## config.mk

```make
export PLATFORM = sky130hd
export DESIGN_NAME = uc_sequencer
export DESIGN_NICKNAME = d
export VERILOG_FILES = /design/src/rtl/uc_pkg.sv /design/src/rtl/uc_decode.sv /design/src/rtl/uc_sequencer.sv
export SDC_FILE = /design/constraint.sdc
export NUM_CORES = 1
export LEC_CHECK = 0
export CAP_MARGIN = 10
export CORE_MARGIN = 3
export CORE_UTILIZATION = 40
export CTS_CLUSTER_DIAMETER = 60
export DETAILED_ROUTE_END_ITERATION = 8
export PLACE_DENSITY = 0.74
export SYNTH_ARGS = -nofsm -noshare
export SYNTH_HDL_FRONTEND = slang
export SYNTH_SLANG_ARGS = --single-unit
```

## constraint.sdc

```tcl
create_clock -name clk -period 1.8 [get_ports clk]
set_input_delay 0.54 -clock clk [delete_from_list [all_inputs] [get_ports clk]]
set_output_delay 0.54 -clock clk [all_outputs]
set_load 0.005 [all_outputs]
```

## src/rtl/uc_pkg.sv

```systemverilog
// Shared definitions for the microcontroller sequencing unit:
// opcode constants, the ALU pass-B code, state encoding and the decoded control bundle.
package uc_pkg;

    localparam logic [3:0] OP_LI_PFX  = 4'b0000;
    localparam logic [5:0] OP_J       = 6'b000100;
    localparam logic [5:0] OP_JZ      = 6'b000101;
    localparam logic [5:0] OP_JNZ     = 6'b000110;
    localparam logic [5:0] OP_NOP     = 6'b001000;
    localparam logic [5:0] OP_HALT    = 6'b001111;

    localparam logic [2:0] ALU_PASS_B = 3'b000;

    typedef enum logic {
        ST_STOPPED = 1'b0,
        ST_RUN     = 1'b1
    } state_e;

    typedef struct packed {
        logic       s_inc;
        logic       s_inm;
        logic       we;
        logic       wez;
        logic [2:0] alu_op;
        logic       is_halt;
        logic       legal;
    } ctrl_t;

    // Bundle for an instruction that only advances the PC (NOP, HALT, undefined codes).
    function automatic ctrl_t ctrl_nop();
        ctrl_t c;
        c.s_inc   = 1'b1;
        c.s_inm   = 1'b0;
        c.we      = 1'b0;
        c.wez     = 1'b0;
        c.alu_op  = ALU_PASS_B;
        c.is_halt = 1'b0;
        c.legal   = 1'b1;
        return c;
    endfunction

endpackage

```

## src/rtl/uc_decode.sv

```systemverilog
// Combinational opcode decoder: maps the 6-bit opcode and the registered zero
// flag onto the datapath control bundle, flagging undefined opcodes.
module uc_decode
    import uc_pkg::*;
(
    input  logic [5:0] i_opcode,
    input  logic       i_zq,
    output ctrl_t      o_ctrl
);

    // Opcode to control-bundle decode.
    always_comb begin
        o_ctrl = ctrl_nop();
        if (i_opcode[5]) begin
            o_ctrl.alu_op = i_opcode[4:2];
            o_ctrl.we     = 1'b1;
            o_ctrl.wez    = 1'b1;
        end else if (i_opcode[5:2] == OP_LI_PFX) begin
            o_ctrl.alu_op = ALU_PASS_B;
            o_ctrl.s_inm  = 1'b1;
            o_ctrl.we     = 1'b1;
        end else begin
            case (i_opcode)
                OP_J:    o_ctrl.s_inc   = 1'b0;
                OP_JZ:   o_ctrl.s_inc   = ~i_zq;
                OP_JNZ:  o_ctrl.s_inc   = i_zq;
                OP_NOP:  o_ctrl.s_inc   = 1'b1;
                OP_HALT: o_ctrl.is_halt = 1'b1;
                default: o_ctrl.legal   = 1'b0;
            endcase
        end
    end

endmodule

```

## src/rtl/uc_sequencer.sv

```systemverilog
// Sequencing control unit: run/stop/single-step control, commit gating of the
// decoded write enables, registered zero flag, sticky illegal flag and retire counter.
module uc_sequencer
    import uc_pkg::*;
#(
    parameter int CNT_W = 16
) (
    input  logic             clk,
    input  logic             reset,
    input  logic [5:0]       Opcode,
    input  logic             zero,
    input  logic             run_req,
    input  logic             halt_req,
    input  logic             step_req,
    output logic             s_inc,
    output logic             s_inm,
    output logic             we,
    output logic             wez,
    output logic [2:0]       ALUOp,
    output logic             pc_en,
    output logic             running,
    output logic             illegal,
    output logic [CNT_W-1:0] retired
);

    state_e           r_state;
    logic             r_zq;
    logic             r_illegal;
    logic [CNT_W-1:0] r_retired;
    ctrl_t            w_ctrl;
    logic             w_commit;

    uc_decode u_decode (
        .i_opcode (Opcode),
        .i_zq     (r_zq),
        .o_ctrl   (w_ctrl)
    );

    // Reset gates commit directly so enables drop without waiting for a clock edge.
    assign w_commit = reset & (((r_state == ST_RUN) & ~halt_req) |
                               ((r_state == ST_STOPPED) & step_req));

    assign s_inc   = w_ctrl.s_inc;
    assign s_inm   = w_ctrl.s_inm;
    assign ALUOp   = w_ctrl.alu_op;
    assign we      = w_ctrl.we  & w_commit;
    assign wez     = w_ctrl.wez & w_commit;
    assign pc_en   = w_commit;
    assign running = (r_state == ST_RUN);
    assign illegal = r_illegal;
    assign retired = r_retired;

    // Run/stop state machine plus the per-commit state: zero flag, illegal flag, counter.
    always_ff @(posedge clk or negedge reset) begin
        if (!reset) begin
            r_state   <= ST_STOPPED;
            r_zq      <= 1'b0;
            r_illegal <= 1'b0;
            r_retired <= {CNT_W{1'b0}};
        end else begin
            case (r_state)
                ST_STOPPED: begin
                    if (run_req && !halt_req) begin
                        r_state <= ST_RUN;
                    end else begin
                        r_state <= ST_STOPPED;
                    end
                end
                ST_RUN: begin
                    if (halt_req || (w_commit && w_ctrl.is_halt)) begin
                        r_state <= ST_STOPPED;
                    end else begin
                        r_state <= ST_RUN;
                    end
                end
                default: r_state <= ST_STOPPED;
            endcase

            if (w_commit) begin
                r_retired <= r_retired + {{(CNT_W-1){1'b0}}, 1'b1};
                if (w_ctrl.wez) begin
                    r_zq <= zero;
                end else begin
                    r_zq <= r_zq;
                end
                if (!w_ctrl.legal) begin
                    r_illegal <= 1'b1;
                end else begin
                    r_illegal <= r_illegal;
                end
            end else begin
                r_retired <= r_retired;
                r_zq      <= r_zq;
                r_illegal <= r_illegal;
            end
        end
    end

endmodule

```

After elaboration in Yosys (flattened, before gate mapping). Cells that the tools add are included.

Add/subtract/negate cells: 1. Eq/ne operators: 5. Muxes and demuxes: 14. Bitwise operators: 10. Reduce and logical (&&, ||, !) cells: 8.

Operators by type and width (count): 6-bit by 3-bit == test with 1-bit output, second input constant (3); 16-bit by 1-bit adder with 16-bit output, second input constant (1); 6-bit by 4-bit == test with 1-bit output, second input constant (2); 2-bit two-way mux (4); 1-bit two-way mux (7); 1-bit AND (5); 5-bit OR reduction (1); 4-bit logical NOT (1); 1-bit NOT (4); 2-bit AND reduction (2); 3-bit two-way mux (1); 1-bit case mux with 3 select lines (1); 1-bit logical AND (2); 1-bit case mux with 2 select lines (1); 1-bit logical NOT (1); 1-bit logical OR (1); 1-bit OR (1).

Bits in registers: 19. Output and inout bits: 26.

Logic depth before layout (Yosys ltp).
Depth in word-level cells: 9. Gate-level depth with buffers: 5. Depth with buffers taken out: 5.

Modules after synthesis. From an unflattened synthesis, not the netlist that was laid out.

Cells, all modules: 89. Area total of the unflattened synthesis: 1006.0 um2.

By module, submodules not included: uc_sequencer (instances 1, cells an instance 72, area each 895.9 um2, seq. area each 475.5 um2); uc_decode (instances 1, cells an instance 17, area each 110.1 um2, seq. area each 0.0 um2).

Least setup slack after synthesis. OpenSTA, ideal clock, no wires.

Path kind: input port to output port. Start: input port Opcode[5]. End: output port we. Arrival: 1231 ps. Data required time: 1260 ps. Path slack: 29 ps. Stages: 4. Buffers on the path: 1. Path through: clkbuf_1 > nor4_1 > nor2_1 > nor2_1.

Cells in the longest elaborated chain, start to end: 4.

Ends and longest elaborated chain: from (decl) (RTL line uc_sequencer.sv:10) `input logic [5:0] Opcode,`; 4-bit logical NOT (RTL line uc_decode.sv:18) `end else if (i_opcode[5:2] == OP_LI_PFX) begin`; 2-bit two-way mux (RTL line uc_decode.sv:18); 1-bit two-way mux * (RTL line uc_decode.sv:14) `if (i_opcode[5]) begin`; 1-bit AND * (RTL line uc_sequencer.sv:46) `assign we = w_ctrl.we & w_commit;`; to (decl) (RTL line uc_sequencer.sv:17) `output logic we,`.

Every way passes the cells marked *; elsewhere a longest branch is shown, timed or not.

Worst setup path after layout.
Start: register r_state (netlist: running). End: output port pc_en.

Cells in the longest elaborated chain, start to end: 4. Elaborated cells between the ends (all ways): 5. Classes of those cells: bitwise (5).

Ends and longest elaborated chain: from (decl) (RTL line uc_sequencer.sv:26) `state_e r_state;`; from (signal assigned) (RTL line uc_sequencer.sv:56) `r_state <= ST_STOPPED;`; from (signal assigned) (RTL line uc_sequencer.sv:64) `r_state <= ST_RUN;`; from (signal assigned) (RTL line uc_sequencer.sv:66) `r_state <= ST_STOPPED;`; 1-bit NOT (RTL line uc_sequencer.sv:41) `((r_state == ST_STOPPED) & step_req));`; 1-bit AND (RTL line uc_sequencer.sv:41); 1-bit OR * (RTL line uc_sequencer.sv:40) `assign w_commit = reset & (((r_state == ST_RUN) & ~halt_req) |`; 1-bit AND * (RTL line uc_sequencer.sv:40); to (decl) (RTL line uc_sequencer.sv:20) `output logic pc_en,`.

Marks and branches as above.

==> impl_metrics.toml <==
[critical_path]
cp-start-kind = "flop"
critPathRequiredTime_ns = 1.26
crit_arrival_ns = 1.36
cp_max_fo = 3
critical_path_class = "reg2out"
cp_slowest_stage_delay_ns = 0.45
path_cells = "nor2b_4 -> o21ai_4 -> inv_4 -> buf_4 -> buf_6"
r2r_cells = 6
crit_family = "flip-flops"
worst-path-stages = 5
cp_num_buf_inv = 3
crit_path_top_delay_cell = "dfrtp_2"
endpoint_kind = "output port"

[clock_tree]
clkTransAtPathRegs_ns = 0.11
htree_num_levels = 1
root_buffer = "clkbuf_4"
cts_buffers = 3
tritoncts = "done"
holdBufCountCts = 0
cts_max_path_buffers = 2
cts.sink_count = 19
clk_latency_ns = 0.30

[timing]
slew_violations = 0
finalWorstPathRequiredPeriod_ns = 1.90
finalHoldViolCount = 0
hold_ws_ns = 0.409
worst_pin_slew_ns = 0.399
min_period_over_period_pct = 105
timing.fmax_mhz = 528
setup_ws_ns = -0.0955
finalSetupViolCount = 4
clock_skew_ns = 0.00405
rsz0062_at_grt = "yes"
maxSlewHeadroom_pct = 73.4

[layout]
finalNonFillerCells = 193
nets = 179
antennaDiodeCount = 0
drive_gt1_share_pct = 35.8
syn_to_final_growth_pct = 69.4

[flow_run]
cap_violations = 0

[floorplanning]
initial_core_util_pct = 43.0
die-area_sq_um = 3080
core_sq_um = 2280
fp.dieW_microns = 55.5
dieHeight_microns = 55.5
num_io_pins = 38
rows = 17

[synthesis]
synthDistinctLibCells = 29
syn_nets = 105
syn-mean-instance-area_sq_um = 10.6
yosys_warnings = 0
ys_ff_latch = 19
syn_area_sq_um = 978
ys_seq_area_share_pct = 48.6
synth_cells = 92

[global_route]
grt_use_total_pct = 16.6
antenna_found_initial = 0
overflow = 0
grt_max_degree = 23
grt-busiest-layer = "met2"
grt_pass1_vias = 869
use_met1_pct = 23.2
grt_pass1_wl_microns = 4130
gr-usage-met3_pct = 3.50
met2_usage_pct = 25.7

[status]
violations = "negative setup slack"
status = "finished with violations"

[pwr]
p_leak_nw = 0.819
ir_drop_mv = 0.731
p_per_area_nw_per_um2 = 776

[place]
io_buffers = 37
dp_cells = 171
place_congestion = 0.736
dp_hpwl_microns = 1770

[route]
drtAntennaViolNets = 0
vias = 945
wl_per_cell_microns = 13.0
avgViaCountPerCell = 4.90
first_iter_violations = 15
first_pass_iters = 4
drcViolationCount = 0
wl_microns = 2510

[min_path]
hold_class = "in2async"
-- cell usage in the layout, fill, tap and decap left out, types with 2 or more instances in the layout --
master,n
clkbuf_4,3
buf_6,4
buf_4,31
o21ai_0,2
clkdlybuf4s15_1,2
dfrtp_2,2
inv_1,2
nor3_1,3
nand4_1,3
nand3_1,4
buf_2,6
nor2b_4,2
nand2_1,8
nor2_1,9
and3_1,4
dfrtp_1,17
dlygate4sd2_1,5
and2_1,3
xor2_1,8
and4_1,2
clkdlybuf4s50_1,19
xnor2_1,7
-- stage by stage --
| step | cell area, sq um | util [%] | TNS (ns) | setup WS [ns] | power [mW] |
|---|---|---|---|---|---|
| final | 1660 | 72.8 | -0.334 | -0.0955 | 1.29 |
| after global routing | 1660 | 72.8 | -0.543 | -0.149 | 1.35 |
| after CTS | 1600 | 70.5 | -0.407 | -0.107 | 1.27 |
| after detailed placement | 1490 | 65.6 | -8.58 | -0.834 | 0.955 |
| after global placement | 1490 | 65.6 | -8.18 | -0.827 | 0.948 |
| after floorplan | 978 | - | 0 | 0.0295 | 0.712 |
-- cell families (layout without fill, tap and decap cells) --
logic type                 Yosys count  after routing  synth area share (%)
adders and majority gates            1              1                  1.28
xor gates and xnor gates            15             15                  13.4
muxes                                2              2                  2.56
buffers and inverters                4             77                  1.79
AOI/OAI and AO/OA                    7              7                  7.93
DFF                                 19             19                  48.6
and+or+nand+nor                     44             44                  24.4
-- worst register-to-register path: stages, from the launching register on --
cell and delay [ns]:
dfrtp_2 0.45, nor2b_4 0.15, buf_4 0.13, buf_4 0.13, o2111ai_1 0.37, nor2_1 0.11, xor2_1 0.16
-- registers in the layout (all words and copies together) (netlist names) --
register	flops
retired	16
illegal	1
r_zq	1
running	1
-- area by class of cell --
| type | count | area, sq um |
|---|---|---|
| repair buffers | 70 | 591 |
| inverters | 3 | 13.8 |
| multi-input cells | 69 | 513 |
| well taps | 28 | 35.0 |
| fillers | 154 | 618 |
| clock buffers | 3 | 22.5 |
| clock inverters | 1 | 5.00 |
| flip-flops and latches | 19 | 478 |
-- cells in the mapped netlist, drive strengths merged --
library cell | instances | area [sq um]
dfrtp | 19 | 475
nor2 | 10 | 37.5
nand2 | 8 | 30.0
xor2 | 8 | 70.1
xnor2 | 7 | 61.3
and2 | 4 | 27.5
and3 | 4 | 25.0
nand3 | 4 | 20.0
nor3 | 4 | 20.0
inv | 3 | 13.8
nand4 | 3 | 18.8
o21ai | 3 | 26.3
and4 | 2 | 17.5
nor2b | 2 | 22.5
o2111ai | 2 | 35.0
clkbuf | 1 | 3.75
ha | 1 | 12.5
mux2 | 1 | 15.0
mux2i | 1 | 10.0
nand2b | 1 | 6.26
nor3b | 1 | 7.51
nor4 | 1 | 6.26
o21bai | 1 | 7.51
o311ai | 1 | 8.76
-- timing repair --
| action | in CTS | in global routing |
|---|---|---|
| pin swaps | 6 | 1 |
| resized for setup | 55 | 4 |
| buffers inserted | 11 | 7 |
| setup endpoints to repair | 19 | 11 |
-- power breakdown --
| part | total (mW) | switching [mW] | internal (mW) |
|---|---|---|---|
| Combinational | 0.521 | 0.205 | 0.317 |
| Sequential | 0.545 | 0.0491 | 0.496 |
| Clock | 0.221 | 0.138 | 0.0828 |
| Total | 1.29 | 0.392 | 0.895 |
-- per-layer routing --
layer  vias up  share of wire, %
met5         -                 0
met2        22                48
met4         0               1.0
met3         4               3.2
met1       455                48
li1        464                 -
-- path summary, 6_finish.rpt --
| path | startpoint | to | slack [ns] |
|---|---|---|---|
| worst max-delay path | running | pc_en | -0.1 |
| worst min-delay path | reset | retired[13] | 0.41 |
| worst max register to register | running | retired[10] | 0.19 |
| worst min register to register | retired[15] | retired[15] | 0.48 |
| max in group asynchronous | reset | retired[7] | 1.15 |
| min in group clk | retired[15] | retired[15] | 0.48 |
No activity file was read; power rests on OpenSTA's default activity.
